==> config.mk <==
export PLATFORM = sky130hd
export DESIGN_NAME = mul_unit
export DESIGN_NICKNAME = d
export VERILOG_FILES = /design/src/rtl/mul_unit.sv
export SDC_FILE = /design/constraint.sdc
export NUM_CORES = 1
export LEC_CHECK = 0
export ABC_AREA = 1
export BUFFER_PORTS_ARGS = -buffer_cell sky130_fd_sc_hd__buf_2
export CORE_MARGIN = 5
export CORE_UTILIZATION = 47
export DETAILED_ROUTE_END_ITERATION = 16
export MAX_ROUTING_LAYER = met4
export PLACE_DENSITY_LB_ADDON = 0.3
export RECOVER_POWER = 100
export SLEW_MARGIN = 20
export SYNTH_ARGS = -nofsm -noshare
export SYNTH_HDL_FRONTEND = slang
export SYNTH_SLANG_ARGS = --single-unit
==> constraint.sdc <==
create_clock -name clk_i -period 32.3 [get_ports clk_i]
set_input_delay 6.46 -clock clk_i [delete_from_list [all_inputs] [get_ports clk_i]]
set_output_delay 6.46 -clock clk_i [all_outputs]
set_load 0.01 [all_outputs]
==> src/rtl/mul_unit.sv <==
// mul_unit: multi-cycle RV32M radix-2 shift-add multiplier (MUL/MULH/MULHSU/MULHU).
module full_adder (
  input  logic a_i,
  input  logic b_i,
  input  logic c_i,
  output logic s_o,
  output logic c_o
);
  assign s_o = a_i ^ b_i ^ c_i;
  assign c_o = (a_i & b_i) | (c_i & (a_i ^ b_i));
endmodule

module mul_unit #(
  parameter int WIDTH = 32
) (
  input  logic             clk_i,
  input  logic             rst_i,
  input  logic             start_i,
  input  logic [1:0]       op_i,
  input  logic [WIDTH-1:0] a_i,
  input  logic [WIDTH-1:0] b_i,
  output logic [WIDTH-1:0] result_o,
  output logic             busy_o,
  output logic             done_o
);
  localparam int CW = $clog2(WIDTH);
  typedef enum logic [1:0] {IDLE, CALC, FIX, DONE} state_t;
  state_t             state_q, state_d;
  logic [1:0]         op_q, op_d;
  logic [WIDTH-1:0]   mcand_q, mcand_d, lo_q, lo_d, result_q, result_d, addend;
  logic [WIDTH:0]     acc_q, acc_d, sum, carry;
  logic [CW-1:0]      cnt_q, cnt_d;
  logic               neg_q, neg_d, accept, sign_a, sign_b;
  logic [2*WIDTH-1:0] p, pn;
  assign addend = lo_q[0] ? mcand_q : '0;
  assign carry[0] = 1'b0;
  for (genvar i = 0; i < WIDTH; i++) begin : g_rca
    full_adder u_fa (
      .a_i(acc_q[i]),
      .b_i(addend[i]),
      .c_i(carry[i]),
      .s_o(sum[i]),
      .c_o(carry[i+1])
    );
  end
  // The carry out of the low WIDTH bits becomes acc bit WIDTH; MULHU needs it.
  assign sum[WIDTH] = acc_q[WIDTH] ^ carry[WIDTH];
  assign accept = start_i && (state_q == IDLE || state_q == DONE);
  assign sign_a = a_i[WIDTH-1] && (op_i == 2'b01 || op_i == 2'b10);
  assign sign_b = b_i[WIDTH-1] && (op_i == 2'b01);
  assign p  = {acc_q[WIDTH-1:0], lo_q};
  assign pn = neg_q ? -p : p;
  always_comb begin
    state_d  = state_q;
    op_d     = op_q;
    mcand_d  = mcand_q;
    acc_d    = acc_q;
    lo_d     = lo_q;
    cnt_d    = cnt_q;
    neg_d    = neg_q;
    result_d = result_q;
    if (accept) begin
      op_d    = op_i;
      mcand_d = sign_a ? -a_i : a_i;
      lo_d    = sign_b ? -b_i : b_i;
      neg_d   = sign_a ^ sign_b;
      acc_d   = '0;
      cnt_d   = '0;
      state_d = CALC;
    end else if (state_q == CALC) begin
      {acc_d, lo_d} = {sum, lo_q} >> 1;
      cnt_d   = cnt_q + 1'b1;
      state_d = (cnt_q == CW'(WIDTH - 1)) ? FIX : CALC;
    end else if (state_q == FIX) begin
      result_d = (op_q == 2'b00) ? pn[WIDTH-1:0] : pn[2*WIDTH-1:WIDTH];
      state_d  = DONE;
    end else if (state_q == DONE) begin
      state_d = IDLE;
    end
  end
  always_ff @(posedge clk_i or posedge rst_i) begin
    if (rst_i) begin
      state_q  <= IDLE;
      op_q     <= '0;
      mcand_q  <= '0;
      acc_q    <= '0;
      lo_q     <= '0;
      cnt_q    <= '0;
      neg_q    <= 1'b0;
      result_q <= '0;
    end else begin
      state_q  <= state_d;
      op_q     <= op_d;
      mcand_q  <= mcand_d;
      acc_q    <= acc_d;
      lo_q     <= lo_d;
      cnt_q    <= cnt_d;
      neg_q    <= neg_d;
      result_q <= result_d;
    end
  end
  assign result_o = result_q;
  assign busy_o   = (state_q == CALC) || (state_q == FIX);
  assign done_o   = (state_q == DONE);
endmodule

Word level (Yosys, flattened, before mapping). Index checks and enable logic that the tools add are counted.

Register bits: 139. Output and inout port bits: 34. Word-level logic and storage cells: 206.

$add $sub $neg: 4. Eq/ne operators: 6. Muxes and demuxes: 16. Bitwise gates (word level): 161. Reduce and logical (&&, ||, !) cells: 11.

Operators with widths (number): 2-to-1 mux 32 bit (6); 2-to-1 mux 33 bit (2); bitwise XOR 1 bit (65); 2-to-1 mux 64 bit (1); negation 32 bit (2); negation 64 bit (1); AND 1 bit (63); OR 1 bit (31); 2-to-1 mux 2 bit (5); 2-to-1 mux 5 bit (2); equality test 2 bit, second input constant (3); adder 5 x 1 -> 5 bit, second input constant (1); equality test 5 bit, second input constant (1); equality test 2 x 1 -> 1 bit, second input constant (2); logical NOT 2 bit (2); nonzero test 4 bit (1); logical AND 1 bit (3); logical OR 1 bit (3); AND reduction 3 bit (1); NOT 1 bit (2); nonzero test 2 bit (1).

Depth between registers and ports, before layout.
Depth in word-level cells: 67. Mapped depth: 39.

Modules after synthesis. From an unflattened synthesis, not the netlist that was laid out.

Cells, all modules: 1663. Area, all modules: 11016.8 um2.

Modules (own cells, without submodules): mul_unit (times used 1, cells an instance 1631, area each 10376.2 um2); full_adder (times used 32, cells an instance 1, area each 20.0 um2).

Worst setup path after synthesis. OpenSTA, ideal clock, no wires.

Path type: reg2reg. Start: reg lo_q[0]. End: reg acc_q[30]. Setup time: 0.094 ns. Arrival: 12.668 ns. Data required time: 32.206 ns. Slack: 19.538 ns. Cell stages (with the launch flop): 38. Path buffers: 2. Period minus slack after synthesis: 12.762 ns. Cells stage by stage: dfrtp_1 buf_6 clkbuf_1 nand2_1 fa_1 fa_1 fa_1 fa_1 fa_1 fa_1 fa_1 fa_1 fa_1 fa_1 fa_1 fa_1 fa_1 fa_1 [... 2 more ...] fa_1 fa_1 fa_1 fa_1 fa_1 fa_1 fa_1 fa_1 fa_1 fa_1 fa_1 fa_1 fa_1 inv_1 fa_1 inv_1 fa_1 a211oi_1.

Word-level cells in the longest chain between the ends: 65.

Ends and longest elaborated chain: start: declaration (RTL line 30) `logic [WIDTH-1:0] mcand_q, mcand_d, lo_q, lo_d, result_q, result_d, addend;`; start signal: assignment (RTL line 96) `lo_q <= lo_d;`; 2-to-1 mux 32 bit * (RTL line 35) `assign addend = lo_q[0] ? mcand_q : '0;`; AND 1 bit or bitwise XOR 1 bit (tied branches) (RTL line 10) `assign c_o = (a_i & b_i) | (c_i & (a_i ^ b_i));`; AND 1 bit (RTL line 10); OR 1 bit (RTL line 10); AND 1 bit (RTL line 10); OR 1 bit (RTL line 10); AND 1 bit (RTL line 10); OR 1 bit (RTL line 10); [... 49 more ...]; OR 1 bit (RTL line 10); AND 1 bit (RTL line 10); OR 1 bit (RTL line 10); AND 1 bit (RTL line 10); OR 1 bit (RTL line 10); bitwise XOR 1 bit * (RTL line 9) `assign s_o = a_i ^ b_i ^ c_i;`; 2-to-1 mux 33 bit * (RTL line 70) `end else if (state_q == CALC) begin`; 2-to-1 mux 33 bit * (RTL line 62) `if (accept) begin`; end signal: assignment (RTL line 86) `acc_q <= '0;`; end signal: assignment (RTL line 95) `acc_q <= acc_d;`; end: declaration (RTL line 31) `logic [WIDTH:0] acc_q, acc_d, sum, carry;`.

Every way passes the cells marked *; elsewhere a longest branch is shown, timed or not. The select of a mux whose other input is x is not followed. A chain may end at the register's enable or synchronous reset.

Worst setup path after layout. Ends and elaborated chain as after synthesis.

==> impl_metrics.env <==
export IMPL_end_kind="register"
export IMPL_clock_sinks=138
export IMPL_die_area_um2=26210
export IMPL_clockRootBuffer="clkbuf_16"
export IMPL_synth_edf_count=0
export IMPL_die_w_um=161.9
export IMPL_clk_pin_slew_ns=0.07
export IMPL_synth_main_ff_cell="dfrtp_1"
export IMPL_max_stage_delay_ns=0.99
export IMPL_worstPathRequired_ns=32.44
export IMPL_netlist_area_um2=10840
export IMPL_max_slew_margin_pct=-145.0
export IMPL_wl_per_cell_um=16.55
export IMPL_setup_tns_ns=0
export IMPL_clock_latency_ns=0.43
export IMPL_dp_cells=1958
export IMPL_yosysSeqAreaShare_pct=31.84
export IMPL_postCtsHoldBufs=0
export IMPL_p_leak_uw=0.005604
export IMPL_drc=0
export IMPL_top_usage_layer="met2"
export IMPL_synthArstFlopShare_pct=100.0
export IMPL_max_vdd_ir_drop_v=0.00004543
export IMPL_cts_setup_buffers=0
export IMPL_syn_area_per_cell_um2=6.669
export IMPL_cts_made_buffers=17
export IMPL_cpMaxStageDelayCell="dfrtp_1"
export IMPL_cts_tree="done"
export IMPL_synth_most_common_cell="nand2_1"
export IMPL_place_area_um2=11510
export IMPL_grt_met3_usage_pct=3.552
export IMPL_initialDrtViolationCount=962
export IMPL_path_class="reg2reg"
export IMPL_hold_path_class="reg2reg"
export IMPL_io_pins=103
export IMPL_synth_largest_type_area_fraction_pct=31.84
export IMPL_num_rows=55
export IMPL_failed_checks="capacitance limit, slew limit"
export IMPL_use_met2_pct=40.24
export IMPL_path_max_fanout=33
export IMPL_setup_viol=0
export IMPL_synth_top_cell_by_area="dfrtp_1"
export IMPL_drt_total_wl_mm=32.94
export IMPL_fin_cells=1990
export IMPL_io_buffers=102
export IMPL_critPathLaunchType="register"
export IMPL_die_h_um=161.9
export IMPL_tightest_slew_ns=3.676
export IMPL_post_route_period_util_pct=43.01
export IMPL_detailroute_via_count=10780
export IMPL_area_growth_pct=10.28
export IMPL_finalCriticalPeriod_ns=13.89
export IMPL_cts_resized=0
export IMPL_final_util_pct=52.66
export IMPL_drtPass1Iterations=5
export IMPL_grt_setup_unrepaired="false"
export IMPL_fin_nets=1802
export IMPL_max_cap_violations=4
export IMPL_overflow=0
export IMPL_clockBufferDepth=2
export IMPL_vias_per_cell=5.418
export IMPL_antenna_found_initial=0
export IMPL_initial_utilization_pct=47.75
export IMPL_use_met1_pct=36.72
export IMPL_synthCells=1626
export IMPL_cp_arrival_ns=14.03
export IMPL_finalHoldViolations=0
export IMPL_fin_area_um2=11960
export IMPL_synth_nets=1736
export IMPL_skew_ns=0.01220
export IMPL_total_power_uw=1199
export IMPL_synth_cell_type_count=46
export IMPL_diodes=0
export IMPL_yosys_top_cells_count="461 x nand2_1, 247 x nor2_1, 155 x inv_1"
export IMPL_synth_seq_cells=138
export IMPL_ys_warnings_count=0
export IMPL_grt_pass1_vias=10180
export IMPL_slew_viol_final=317
export IMPL_gp_congestion=0.9942
export IMPL_ant_nets=0
export IMPL_place_hpwl_mm=25.18
export IMPL_max_freq_mhz=71.99
export IMPL_grt_max_degree=98
export IMPL_crit_path_frequent_cell="fa_1"
export IMPL_powerDensity_nw_per_um2=100.3
export IMPL_status="finished with violations"
export IMPL_synth_area_leaders="dfrtp_1 32%, nand2_1 16%, nor2_1 8.5%"
export IMPL_h_tree_depth=4
export IMPL_grt_total_usage_pct=26.35
export IMPL_drive_gt1_share_pct=9.267
export IMPL_grt_pass1_wl_mm=53.96
export IMPL_core_um2=22710
layer usage:
metal  routed length [um]  up-vias
li1                     -     5338
met1                15070     4996
met2                14670      391
met3                 2187       57
met4                 1003        0
met5                    0        -
cell type report:
class,count,area [um2]
repair buffers,110,516.7
flip-flops and latches,138,3455
fillers,2357,10750
well taps,285,356.6
multi-input cells,1257,6361
clock inverters,13,192.7
inverters,168,634.4
clock buffers,19,442.9
stage by stage:
step	setup WS, ns	hold slack, ns
after detailed placement	18.56	0.4587
after global placement	18.61	0.4513
after floorplan	19.54	0.4258
after global routing	17.84	0.4990
after CTS	18.49	0.4702
final	18.41	0.4731
registers in the layout (all words and copies together) (netlist names):
| signal | count |
|---|---|
| lo_q | 32 |
| result_o | 32 |
| neg_q | 1 |
| acc_q | 32 |
| cnt_q | 5 |
| op_q | 2 |
| state_q | 2 |
| mcand_q | 32 |
cells by family (layout without fill, tap and decap cells):
family	after synthesis	in the layout	synth area share (%)
AND/OR/NAND/NOR	930	930	36.58
AO/OA/AOI/OAI	250	250	13.37
buffers and inverters	231	310	8.423
flip-flops	138	138	31.84
adder cells (fa/ha/maj)	41	41	6.877
XOR/XNOR	36	36	2.908
cells in the final DEF, fill, tap and decap left out, types with 3 or more instances in the layout:
cell type,n
nor2_1,249
bufinv_16,4
nor2_2,11
nand3_1,147
o21ai_0,118
nand4_1,9
nand3b_1,3
xor2_1,32
nand2_1,475
a21oi_1,58
buf_2,68
ha_1,8
fa_1,31
nor4_1,3
nand3_2,4
nor2_4,4
inv_2,8
a31oi_1,7
o31ai_1,3
buf_4,5
clkinv_4,4
a211oi_1,31
nand2_2,7
nor3_1,9
dfrtp_1,137
xnor2_1,4
clkinvlp_2,3
o21ai_2,4
o21ai_1,14
clkbuf_1,38
nand2_4,3
clkbuf_16,17
a22oi_1,4
inv_1,155
critical path, delay by kind of cell (launching register included):
kind            cells  cell delay [ns]
fa+ha+maj          32            12.19
simple gates        1             0.10
buf+inv             4             0.25
flops               1             0.99
compound gates      1             0.06
power breakdown:
part,total [uW],internal [uW],leakage [uW],switching [uW]
clock,213,132,0.000304,80.9
sequential,346,262,0.00161,83.8
combinational,640,205,0.00369,435
worst paths after layout:
| path | start | end | slack, ns | cells after the start |
|---|---|---|---|---|
| setup / recovery | lo_q[0] | acc_q[30] | 18.41 | 38 |
| hold / removal | cnt_q[3] | cnt_q[3] | 0.47 | 1 |
| setup reg to reg | lo_q[0] | acc_q[30] | 18.41 | 38 |
| hold reg to reg | cnt_q[3] | cnt_q[3] | 0.47 | 1 |
| max in group asynchronous | rst_i | neg_q | 20.63 | 3 |
| min in group asynchronous | rst_i | result_o[21] | 6.94 | 2 |
(Power assumes the default switching activity.)
